## config.mk

```make
export PLATFORM = sky130hd
export DESIGN_NAME = alu_result_stage
export DESIGN_NICKNAME = d
export VERILOG_FILES = /design/src/rtl/alu_result_stage.sv
export SDC_FILE = /design/constraint.sdc
export NUM_CORES = 1
export LEC_CHECK = 0
export ABC_AREA = 1
export CAP_MARGIN = 40
export CORE_MARGIN = 2
export CORE_UTILIZATION = 45
export DETAILED_ROUTE_END_ITERATION = 10
export PLACE_DENSITY = 0.83
export REMOVE_ABC_BUFFERS = 1
export SETUP_SLACK_MARGIN = 0.5
export SYNTH_ARGS = -nofsm -noshare
export SYNTH_HDL_FRONTEND = slang
export SYNTH_SLANG_ARGS = --single-unit
export TNS_END_PERCENT = 100
```

## constraint.sdc

```tcl
create_clock -name clk -period 5.5 [get_ports clk]
set_clock_uncertainty 0.15 [all_clocks]
set_input_delay 0.825 -clock clk [delete_from_list [all_inputs] [get_ports clk]]
set_output_delay 0.825 -clock clk [all_outputs]
set_load 0.02 [all_outputs]
```

## src/rtl/alu_result_stage.sv

```systemverilog
// ALU result stage: a one-entry valid/ready output register that captures ALU results,
// maintains the architectural HI/LO pair, merges status flags per operation class and counts accepts.
module alu_result_stage (
  input  logic        clk,
  input  logic        reset,
  input  logic        in_valid,
  output logic        in_ready,
  input  logic [4:0]  FS,
  input  logic [31:0] Y_HI,
  input  logic [31:0] Y_LO,
  input  logic        C,
  input  logic        V,
  input  logic        N,
  input  logic        Z,
  input  logic [1:0]  mf_sel,
  output logic        out_valid,
  input  logic        out_ready,
  output logic [31:0] alu_out,
  output logic [3:0]  flags,
  output logic [31:0] HI,
  output logic [31:0] LO,
  output logic [15:0] op_count
);

  localparam logic [4:0] FS_MUL = 5'h1E;
  localparam logic [4:0] FS_DIV = 5'h1F;
  localparam logic [4:0] FS_SRL = 5'h0C;
  localparam logic [4:0] FS_SRA = 5'h0D;
  localparam logic [4:0] FS_SLL = 5'h0E;

  localparam logic [1:0] MF_HI = 2'b01;
  localparam logic [1:0] MF_LO = 2'b10;

  typedef enum logic {
    EMPTY = 1'b0,
    FULL  = 1'b1
  } state_t;

  typedef enum logic [2:0] {
    OP_ALU,
    OP_MULDIV,
    OP_SHIFT,
    OP_MOVE_HI,
    OP_MOVE_LO
  } op_class_t;

  typedef struct packed {
    logic c;
    logic v;
    logic n;
    logic z;
  } flags_t;

  state_t    state, next_state;
  op_class_t op_class;
  logic      accept;
  logic      hi_lo_we;

  logic [31:0] alu_q, hi_q, lo_q, nxt_alu;
  flags_t      flag_q, nxt_flags;
  logic [15:0] cnt_q;

  // ---------------------------------------------------------------------------
  // Handshake FSM
  // ---------------------------------------------------------------------------
  always_ff @(posedge clk or posedge reset) begin
    if (reset) state <= EMPTY;
    // NOTE: sequential state uses non-blocking assignment so every register samples pre-edge values.
    else       state <= next_state;
  end

  always_comb begin
    // NOTE: every combinational output gets a default first so no path leaves it unassigned (no latch).
    next_state = state;
    in_ready   = (state == EMPTY) | out_ready;
    accept     = in_valid & in_ready;
    unique case (state)
      EMPTY:   if (accept) next_state = FULL;
      FULL:    if (out_ready && !accept) next_state = EMPTY;
      default: next_state = EMPTY;
    endcase
  end

  // ---------------------------------------------------------------------------
  // Operation classification; MUL/DIV ignores mf_sel, moves take priority over shifts.
  // ---------------------------------------------------------------------------
  always_comb begin
    op_class = OP_ALU;
    if (FS == FS_MUL || FS == FS_DIV)                    op_class = OP_MULDIV;
    else if (mf_sel == MF_HI)                            op_class = OP_MOVE_HI;
    else if (mf_sel == MF_LO)                            op_class = OP_MOVE_LO;
    else if (FS == FS_SLL || FS == FS_SRL || FS == FS_SRA) op_class = OP_SHIFT;
  end

  // Flags that the ALU leaves undefined for an op class are carried over from the previous result.
  always_comb begin
    nxt_alu   = Y_LO;
    nxt_flags = flag_q;
    hi_lo_we  = 1'b0;
    unique case (op_class)
      OP_MULDIV: begin
        nxt_flags.n = N;
        nxt_flags.z = Z;
        hi_lo_we    = 1'b1;
      end
      OP_SHIFT: begin
        nxt_flags.c = C;
        nxt_flags.z = Z;
      end
      OP_MOVE_HI: nxt_alu = hi_q;
      OP_MOVE_LO: nxt_alu = lo_q;
      default:    nxt_flags = '{c: C, v: V, n: N, z: Z};
    endcase
  end

  // ---------------------------------------------------------------------------
  // Result, HI/LO and counter registers; everything changes only on an accept.
  // ---------------------------------------------------------------------------
  always_ff @(posedge clk or posedge reset) begin
    if (reset) begin
      alu_q  <= '0;
      flag_q <= '0;
      hi_q   <= '0;
      lo_q   <= '0;
      cnt_q  <= '0;
    end else if (accept) begin
      alu_q  <= nxt_alu;
      flag_q <= nxt_flags;
      cnt_q  <= cnt_q + 16'd1;
      if (hi_lo_we) begin
        hi_q <= Y_HI;
        lo_q <= Y_LO;
      end
    end
  end

  assign out_valid = (state == FULL);
  assign alu_out   = alu_q;
  assign flags     = flag_q;
  assign HI        = hi_q;
  assign LO        = lo_q;
  assign op_count  = cnt_q;

endmodule

```

==> results of run 1 <==
[cell usage after synthesis, drive strengths merged]
cell type / instances
nand2: 305
nand3: 169
dfrtp: 117
buf: 43
inv: 21
nor2: 19
xor2: 6
nand4: 4
xnor2: 4
clkbuf: 2
nor3: 2
o21ai: 2
ha: 1
nand3b: 1
o21bai: 1
[through the flow]
stage,hold WS [ns],setup WS (ns),utilization (%)
after CTS,0.324,2.32,67.1
after global routing,0.353,2.10,67.1
after floorplan,0.425,1.40,-
after global placement,0.306,1.98,62.4
after detailed placement,0.316,1.90,62.8
final,0.322,2.29,67.1
[routing by layer]
metal | vias up | wire length (microns) | global-route usage (%)
met5 | - | 5 | 0
met4 | 2 | 438 | 11.0
met3 | 36 | 1130 | 6.72
met2 | 238 | 7620 | 40.6
met1 | 2550 | 6690 | 31.6
li1 | 2597 | - | -
[registers in the layout, summed over array words and instances (netlist names)]
signal	flops
HI	32
LO	32
alu_out	32
flags	4
op_count	16
out_valid	1
[report_power, final]
| part | internal [W] | switching [W] |
|---|---|---|
| Clock | 0.000632 | 0.000364 |
| Sequential | 0.00104 | 0.000156 |
| Combinational | 0.000450 | 0.000505 |
[area by class of cell]
class,instances,area [sq um],area share (%)
well taps,147,184,2.29
inverters,21,82.6,1.03
clock buffers,23,468,5.83
flip-flops and latches,117,2930,36.5
clock inverters,6,55.1,0.685
repair buffers,206,2060,25.7
multi-input cells,514,2250,28.0
[worst register-to-register path, cell delays in order, from the launching register on]
cell and delay [ns]:
dfrtp_1 0.35, nand2_2 0.08, nand2_2 0.08, clkinv_2 0.06, nand2_2 0.44, buf_4 0.48, nand2_1 0.10, nand2_1 0.06
nand2_1 0.04
[cells by family (layout without fill, tap and decap cells)]
kind of cell | after synthesis | after routing | share of synthesized area [%]
xor gates and xnor gates | 10 | 10 | 1.59
adders and majority gates | 1 | 1 | 0.227
AOI/OAI and AO/OA | 3 | 3 | 0.318
DFF | 117 | 117 | 53.2
and+or+nand+nor | 500 | 500 | 38.7
buffers and inverters | 66 | 256 | 5.91
[path summary, 6_finish.rpt]
check / slack (ns) / start / cells past startpoint / endpoint
setup / recovery: 2.29 / FS[2] / 11 / flags[1]$_DFFE_PP0P_
hold reg to reg: 0.32 / flags[3]$_DFFE_PP0P_ / 2 / flags[3]$_DFFE_PP0P_
setup reg to reg: 3.56 / out_valid$_DFF_PP0_ / 8 / flags[1]$_DFFE_PP0P_
hold / removal: 0.32 / flags[3]$_DFFE_PP0P_ / 2 / flags[3]$_DFFE_PP0P_
max in group asynchronous: 3.72 / reset / 3 / HI[26]$_DFFE_PP0P_
min in group asynchronous: 0.56 / reset / 2 / alu_out[23]$_DFFE_PP0P_
==> impl_metrics.json, run 1 <==
{
  "die_h_microns": 115,
  "hold_class": "flop to flop",
  "period_needed_ns": 3.21,
  "clkLatencyLatePin_ns": 0.40,
  "ys_seq_area_share_pct": 53.2,
  "portBuffers": 196,
  "placed_cells": 1005,
  "clk_path_buf_depth": 2,
  "ys_seq_elements": 117,
  "setup-violations-final": 0,
  "status": "complete, no violations",
  "synth_area_leader_cell": "dfrtp_1",
  "crit_arrival_ns": 3.36,
  "vias": 5423,
  "rows": 40,
  "critical_path_class": "input port to flop",
  "dieArea_sq_um": 13100,
  "area_delta_synth_final_pct": 46.0,
  "mostFrequentLayoutCells": "301 x nand2_1, 196 x clkdlybuf4s50_1, 168 x nand3_1",
  "crit_path_end_kind": "flop",
  "path_delay_family": "buffers and inverters",
  "htree_levels": 4,
  "start_util_pct": 46.0,
  "cts-hold-fix-buffers": 0,
  "mostFrequentLayoutCell": "nand2_1",
  "synth_top_area_share_pct": 53.2,
  "ant_nets": 0,
  "cts.repair.resized": 0,
  "crit_chain": "clkdlybuf4s50_1, nand2_1, inv_2, nand3_4, buf_4, inv_2, nand2_2, buf_4, nand2_1, nand2_1, nand2_1",
  "path_buf_inv": 5,
  "period_share_pct": 58.4,
  "slew_headroom_pct": 49.0,
  "pin_count": 197,
  "drive_gt1_share_pct": 5.19,
  "cpMostUsedCell": "nand2_1",
  "diodes": 0,
  "synthCells": 697,
  "drc": 0,
  "drv_slew": 0,
  "ir_drop_uv": 223,
  "fin_cells": 1034,
  "cellPowerDensity_nw_per_um2": 392,
  "drtPass1Iterations": 5,
  "clock-sinks": 117,
  "fillCellCount": 965,
  "slowest_stage": "buf_4",
  "tns_ns": 0,
  "fin_area_sq_um": 8030,
  "leakagePower_nw": 3.96,
  "grt_pass1_wl_mm": 25.7,
  "core_sq_um": 12000,
  "cts_root_buf": "clkbuf_16",
  "fin_nets": 957,
  "wl_per_cell_microns": 15.4,
  "critPathMaxStageDelay_ns": 0.47,
  "die_w_microns": 115,
  "grt_pass1_vias": 5265,
  "track_usage_pct": 25.0,
  "rsz0062_at_grt": "false",
  "netlist_area_sq_um": 5500,
  "syn_area_per_cell_sq_um": 7.89,
  "grt_max_degree": 85,
  "cts_tree": "built",
  "synth.distinct_cells": 22,
  "critPathMaxFanout": 37,
  "power_w": 0.00314,
  "gp_congestion": 0.814,
  "grt_overflow": 0,
  "yosys_warnings": 0,
  "viasPerCell": 5.24,
  "maxCapViolCount": 0,
  "crit_required_ns": 5.65,
  "max_freq_mhz": 311,
  "placed_area_sq_um": 7510,
  "hold_violations": 0,
  "synth.area.top_cells": "dfrtp_1 53%, nand2_1 21%, nand3_1 15%, buf_2 3.2%, inv_1 1.2%",
  "numCtsBuffers": 17,
  "worstMarginPinSlew_ns": 0.763,
  "dpl.hpwl_mm": 10.6,
  "grt_antenna_before_repair": 0,
  "path_clk_slew_ns": 0.05,
  "drt_iter0_drc": 526,
  "cp-start-kind": "input port",
  "drt_wl_total_mm": 15.9,
  "cts_setup_buffers": 0
}
Power figures use the tool's default switching activity.
==> run 2, diff against run 1 <==
==> constraint.sdc (replaced) <==
create_clock -name clk -period 3.13 [get_ports clk]
set_clock_uncertainty 0.15 [all_clocks]
set_input_delay 0.4695 -clock clk [delete_from_list [all_inputs] [get_ports clk]]
set_output_delay 0.4695 -clock clk [all_outputs]
set_load 0.02 [all_outputs]
==> run 2 against run 1 <==
- flip-flop and latch count unchanged
- worst setup slack got worse by 1.4 ns
- global-route usage increased by 0.68 points
- clock-buffer cell count increased by 3
- register-to-register slack got worse by 2.2 ns
- clock power increased by 82%
- total power increased by 78%
- sequential power increased by 76%
- core utilization increased by 0.43 points
==> impl_metrics.json, run 2 (same netlist as run 1, synthesis figures left out) <==
{
  "status": "complete, no violations",
  "mostFrequentLayoutCell": "nand2_1",
  "cts-hold-fix-buffers": 0,
  "rsz0062_at_grt": "false",
  "grt-busiest-layer": "met2",
  "grt.met2_usage_pct": 42.4,
  "numCtsBuffers": 17,
  "drtPass1Iterations": 5,
  "hold_violations": 0,
  "slowest_stage": "nand2_2",
  "clk_path_buf_depth": 2,
  "grt_pass1_vias": 5266,
  "r2r_setup_slack_ns": 1.36,
  "cp-start-kind": "input port",
  "path_clk_slew_ns": 0.05,
  "clkLatencyLatePin_ns": 0.41,
  "max_freq_mhz": 437,
  "grt_pass1_wl_mm": 26.3,
  "fin_nets": 960,
  "critPathMaxStageDelay_ns": 0.71,
  "cellPowerDensity_nw_per_um2": 693,
  "drive_gt1_share_pct": 5.61,
  "placed_cells": 1008,
  "dpl.hpwl_mm": 10.4,
  "rows": 40,
  "maxCapViolCount": 0,
  "leakagePower_nw": 3.99,
  "r2r_end": "flags[1]$_DFFE_PP0P_",
  "timing.rr.start": "out_valid$_DFF_PP0_",
  "ant_nets": 0,
  "critical_path_class": "input port to flop",
  "ir_drop_uv": 405,
  "gp_congestion": 0.809,
  "reg2reg_depth": 8,
  "crit_arrival_ns": 2.49,
  "grt_antenna_before_repair": 0,
  "setup-violations-final": 0,
  "dieArea_sq_um": 13100,
  "slew_headroom_pct": 47.8,
  "drt_iter0_drc": 440,
  "grt_max_degree": 102,
  "fin_area_sq_um": 8080,
  "vias": 5440,
  "critPathMaxFanout": 34,
  "cts.repair.resized": 0,
  "cts_setup_buffers": 0,
  "portBuffers": 196,
  "htree_levels": 4,
  "wl_per_cell_microns": 15.5,
  "die_h_microns": 115,
  "hold_class": "input port to asynchronous set/reset pin",
  "use_met3_pct": 6.51,
  "viasPerCell": 5.24,
  "drv_slew": 0,
  "placed_area_sq_um": 7530,
  "die_w_microns": 115,
  "crit_path_end_kind": "flop",
  "drc": 0,
  "grt_overflow": 0,
  "core_sq_um": 12000,
  "grt_use_met1_pct": 32.0,
  "start_util_pct": 46.0,
  "diodes": 0,
  "worstMarginPinSlew_ns": 0.780,
  "clock-sinks": 117,
  "cts_tree": "built",
  "cts_root_buf": "clkbuf_16",
  "mostFrequentLayoutCells": "301 x nand2_1, 196 x clkdlybuf4s50_1, 168 x nand3_1",
  "crit_chain": "clkdlybuf4s50_1, nand2_1, inv_2, nand3_4, nand2_2, nand2_1, nand3_1, nand2_1, nand2_1",
  "pin_count": 197,
  "hold_slack_ns": 0.327,
  "area_delta_synth_final_pct": 47.0,
  "track_usage_pct": 25.7,
  "fin_cells": 1038,
  "cpMostUsedCell": "nand2_1",
  "drt_wl_total_mm": 16.1,
  "power_w": 0.00560,
  "crit_required_ns": 3.33,
  "period_share_pct": 73.1,
  "cp-startpoint": "FS[3]",
  "tns_ns": 0,
  "period_needed_ns": 2.29
}
[run 2: cell types whose count changed in the layout (fill, tap and decap cells not counted)]
cell	change
clkbuf_8	+3
buf_12	+2
buf_16	-1
buf_8	-1
buf_4	+3
clkinv_2	-2
[run 2: per-layer routing]
layer | wire (microns) | up-vias
met1 | 6720 | 2584
met3 | 1190 | 31
met2 | 7840 | 213
met5 | 0 | -
li1 | - | 2612
met4 | 352 | 0
[run 2: layout make-up]
class,instances,area [sq um]
clock buffer,26,509
sequential,117,2930
inverter,21,82.6
tap,147,184
clock inverter,4,45.0
multi-input combinational,514,2250
timing repair buffer,209,2080
fill,950,3880
[run 2: critical path: cells and delay by family]
family,cells,cell delay [ns]
buffers and inverters,2,0.53
AND/OR/NAND/NOR,7,1.48
[run 2: how the worst max path moves through the flow]
stage / end / slack [ns] / cells after the start
after floorplan: flags[1]$_DFFE_PP0P_ / -0.61 / 7
after detailed placement: flags[2]$_DFFE_PP0P_ / 0.46 / 8
after global routing: alu_out[6]$_DFFE_PP0P_ / 0.60 / 9
final: alu_out[31]$_DFFE_PP0P_ / 0.84 / 9
after CTS: alu_out[31]$_DFFE_PP0P_ / 0.87 / 9
after global placement: HI[15]$_DFFE_PP0P_ / 0.48 / 8
[run 2: metrics by stage]
stage / setup slack [ns] / utilization (%)
global placement: 0.480 / 62.9
CTS: 0.867 / 67.6
finish: 0.843 / 67.6
floorplan: -0.611 / -
global route: 0.597 / 67.6
detailed placement: 0.465 / 62.9
[run 2: power by group]
part,switching (W),total [W],leakage (nW),internal [W]
registers,0.000274,0.00210,1.49,0.00182
clock network,0.000631,0.00181,0.276,0.00118
logic,0.000897,0.00169,2.22,0.000792
total,0.00180,0.00560,3.99,0.00380
==> run 3, diff against run 2 <==
--- a/config.mk
+++ b/config.mk
@@ -8,9 +8,9 @@
 export ABC_AREA = 1
 export CAP_MARGIN = 40
 export CORE_MARGIN = 2
-export CORE_UTILIZATION = 45
+export CORE_UTILIZATION = 41
 export DETAILED_ROUTE_END_ITERATION = 10
-export PLACE_DENSITY = 0.83
+export PLACE_DENSITY = 0.8
 export REMOVE_ABC_BUFFERS = 1
 export SETUP_SLACK_MARGIN = 0.5
 export SYNTH_ARGS = -nofsm -noshare
==> constraint.sdc (replaced) <==
create_clock -name clk -period 1.94 [get_ports clk]
set_clock_uncertainty 0.15 [all_clocks]
set_input_delay 0.291 -clock clk [delete_from_list [all_inputs] [get_ports clk]]
set_output_delay 0.291 -clock clk [all_outputs]
set_load 0.02 [all_outputs]
==> run 3 against run 2 <==
- worst hold slack lost 0.29 ns
- first-iteration DRC count rose by 34%
- routed wire length grew 19%
- sequential power up 60%
- clock power grew 95%
- register-to-register slack got worse by 0.92 ns
- non-clock buffer count up 73
- critical path depth down 2
- cell area is 9.8% higher
- largest power group is now the clock network
==> impl_metrics.json, run 3 (same netlist as run 1, synthesis figures left out) <==
{
  "portBuffers": 196,
  "cellPowerDensity_nw_per_um2": 1120,
  "grt-busiest-layer": "met2",
  "area_delta_synth_final_pct": 61.4,
  "mostFrequentLayoutCell": "nand2_1",
  "rsz0062_at_grt": "true",
  "clkLatencyLatePin_ns": 0.41,
  "core_sq_um": 13200,
  "slowest_stage": "dfrtp_1",
  "cts_root_buf": "clkbuf_16",
  "drive_gt1_share_pct": 27.6,
  "slew_headroom_pct": 76.2,
  "path_delay_family": "simple AND/OR/NAND/NOR gates",
  "htree_levels": 4,
  "ant_nets": 0,
  "clock-sinks": 117,
  "placed_area_sq_um": 7840,
  "crit_chain": "nand2_2, nand2_4, buf_12, nor2_4, buf_4, nand3_1, xnor2_1",
  "combPwrFrac_pct": 30.9,
  "layout.core_utilization_pct": 67.3,
  "path_clk_slew_ns": 0.05,
  "vias": 5936,
  "maxCapViolCount": 0,
  "power.switching_w": 0.00321,
  "drc": 0,
  "period_needed_ns": 1.50,
  "power_frac_clock_pct": 35.3,
  "crit_arrival_ns": 1.64,
  "drtPass1Iterations": 5,
  "fin_area_sq_um": 8870,
  "critPathMaxStageDelay_ns": 0.39,
  "status": "complete, no violations",
  "cts-hold-fix-buffers": 0,
  "critical_path_class": "flop to flop",
  "critPathMaxFanout": 4,
  "drt_wl_total_mm": 19.1,
  "drv_slew": 0,
  "hold_class": "input port to asynchronous set/reset pin",
  "seqPwrFrac_pct": 33.7,
  "grt_antenna_before_repair": 2,
  "gp_congestion": 0.836,
  "grt_use_met1_pct": 32.2,
  "dieArea_sq_um": 14400,
  "period_share_pct": 77.1,
  "grt_pass1_wl_mm": 28.3,
  "dpl.hpwl_mm": 11.2,
  "worstMarginPinSlew_ns": 0.354,
  "cts_tree": "built",
  "setup-violations-final": 0,
  "hold_violations": 0,
  "start_util_pct": 41.7,
  "cp-start-kind": "flop",
  "max_freq_mhz": 669,
  "mostFrequentLayoutCells": "295 x nand2_1, 166 x nand3_1, 114 x dfrtp_1",
  "use_met3_pct": 6.37,
  "ir_drop_uv": 589,
  "rows": 42,
  "crit_path_end_kind": "flop",
  "drt_iter0_drc": 588,
  "crit_required_ns": 2.08,
  "clk_path_buf_depth": 2,
  "grt.met2_usage_pct": 40.7,
  "grt_overflow": 0,
  "grt_max_degree": 45,
  "track_usage_pct": 25.0,
  "timing.final.ws_setup_ns": 0.445,
  "viasPerCell": 5.19,
  "die_w_microns": 120,
  "path_buf_inv": 2,
  "grt_pass1_vias": 5655,
  "leakagePower_nw": 4.77,
  "pin_count": 197,
  "dp_slack_ns": -0.0309,
  "intPower_w": 0.00677,
  "numCtsBuffers": 17,
  "switching_share_pct": 32.2,
  "fin_nets": 1033,
  "die_h_microns": 120,
  "wl_per_cell_microns": 16.7
}
run 3: changes by cell type in the layout (fill, tap and decap cells not counted), moves of 8 or more:
| cell | before | now |
|---|---|---|
| clkdlybuf4s50_1 | 196 | 72 |
| buf_2 | 0 | 81 |
| buf_4 | 11 | 64 |
| buf_6 | 0 | 35 |
| buf_12 | 2 | 15 |
| nor2_1 | 17 | 9 |
run 3: power by group through the flow:
stage | clock network [W] | logic (W) | registers, W
after floorplan | 0 | 0.000688 | 0.00394
after global placement | 0 | 0.00274 | 0.00339
after detailed placement | 0 | 0.00280 | 0.00340
after CTS | 0.00357 | 0.00262 | 0.00333
after global routing | 0.00369 | 0.00332 | 0.00342
final | 0.00353 | 0.00309 | 0.00337
run 3: timing repair:
action,CTS,global route
setup endpoints to repair,199,160
pin swaps,6,10
resized for setup,507,90
cloned,1,6
buffers inserted,22,27
run 3: final timing paths:
kind	startpoint	end	slack, ns	cells past startpoint
worst min register to register	flags[0]$_DFFE_PP0P_	flags[0]$_DFFE_PP0P_	0.32	2
max in group asynchronous	reset	op_count[1]$_DFFE_PP0P_	1.07	3
worst min-delay path	reset	LO[5]$_DFFE_PP0P_	0.04	2
min in group clk	out_ready	out_valid$_DFF_PP0_	0.09	4
worst max register to register	out_valid$_DFF_PP0_	op_count[11]$_DFFE_PP0P_	0.44	7
worst max-delay path	out_valid$_DFF_PP0_	op_count[11]$_DFFE_PP0P_	0.44	7
run 3: area by class of cell:
cell class	instances	area, sq um
tap	176	220
antenna	2	5.00
inverter	21	91.3
sequential	117	2930
multi-input combinational	514	2380
clock inverter	8	169
fill	1030	4320
clock buffer	23	498
timing repair buffer	282	2580
run 3: stage by stage:
step | total power (W) | TNS, ns | instances | hold WS (ns)
floorplan | 0.00463 | -311.01 | 652 | 0.240
global placement | 0.00614 | 0 | 1054 | 0.309
detailed placement | 0.00620 | -0.0542 | 1054 | 0.312
CTS | 0.00952 | 0 | 1108 | 0.0272
global route | 0.0104 | 0 | 1142 | 0.0435
finish | 0.00998 | 0 | 1143 | 0.0365
run 3: layer usage:
layer  up-vias  routed length, microns
li1       2756                       -
met1      2826                    7600
met2       308                    9400
met3        46                    1680
met4         0                     456
met5         -                       0
==> edit (settings of run 3) <==
`FS_DIV`: 5'h1F -> 5'h0F.
--- a/src/rtl/alu_result_stage.sv
+++ b/src/rtl/alu_result_stage.sv
@@ -24,5 +24,5 @@
 
   localparam logic [4:0] FS_MUL = 5'h1E;
-  localparam logic [4:0] FS_DIV = 5'h1F;
+  localparam logic [4:0] FS_DIV = 5'h0F;
   localparam logic [4:0] FS_SRL = 5'h0C;
   localparam logic [4:0] FS_SRA = 5'h0D;
Check against the original RTL: not equivalent (a bounded check fails within 4 cycles, from zero or initial values and one cycle with reset high).
==> edit against run 3 <==
Fmax decreased by 3.7%; largest cell class is now buffers; routed wire length increased by 12%; power increased by 6.2%; critical path type unchanged; synthesized area increased by 6.0%; final area increased by 7.7%; largest power group is now combinational logic; synthesized cell count increased by 7.7%; sequential cell count unchanged; setup slack got worse by 0.057 ns; critical endpoint is now alu_out[22].
==> edit: results (changes against run 3) <==
- Clock share of power: 0.328 (-0.025)
- Met2 Routed Length: 10.4 mm (+11%)
- Largest cells by area after synthesis: dfrtp_1, nand2_1, nand3_1
- Final HPWL DP: 11.4 mm (+1.4%)
- Dpl cell area: 8010 um^2 (+2.1%)
- Dpl ws: -0.134 ns (-0.103 ns)
- Peak VDD IR: 0.715 mV (+21%)
- Area of the multi-input gates: 2670 um^2 (+12%)
- Inverter count: 22 (+4.8%)
- Distinct cells, synth: 23 (+4.5%)
- Clock network share of area: 0.0687 (-0.00641)
- Share of cells above drive strength 1: 0.321 (+0.0457)
- Leak pwr: 0.00500 uW (+4.8%)
- Top post-synthesis cells by count: nand2_1, nand3_1, nor2_1
- Signal buf overhead: 0.312 (+0.0207)
- Outcome: complete, no violations
- Crit Path Max Fanout: 8 (+4)
- Sw power: 3540 uW (+10%)
- Mapped Cells: 751 (+7.7%)
- Met2 Use GR: 0.427 (+0.0194)
- Sequential area share after synthesis: 0.502 (-0.0300)
- Vias: 6468 (+9.0%)
- End point of the critical path: alu_out[22]
- DR WL met3: 1.89 mm (+12%)
- First DRT Iteration DRCs: 511 (-13%)
- Placer congestion estimate: 0.831 (-0.56%)
- M3 GR Usage: 0.0554 (-0.00834)
edit: cell types whose count changed in the layout (fill, tap and decap cells not counted), sizes merged, moves of 3 or more:
cell          change
nor2            +106
nand2            -21
dlymetal6s2s      -6
nand3            -33
clkinvlp          +5
buf              +40
o21ai             +5
dlygate4sd2       +6
bufbuf            +3
clkbuf            -6
nand4             -3
edit: cell families (layout without fill, tap and decap cells):
kind of cell / after synthesis / in the layout / synth area share
AO/OA/AOI/OAI: 8 / 8 / 0.00730
XOR/XNOR: 11 / 11 / 0.0165
adder cells (fa/ha/maj): 1 / 1 / 0.00215
buffers and inverters: 67 / 377 / 0.0756
flip-flops: 117 / 117 / 0.502
other: 0 / 1 / 0
AND/OR/NAND/NOR: 547 / 547 / 0.396
edit: repair_timing:
item | in CTS | in global routing
setup endpoints to repair | 220 | 170
gates cloned | 8 | 5
buffers inserted | 43 | 44
gates resized for setup | 521 | 114
pin swaps | 13 | 33
hold endpoints to repair | 0 | 0
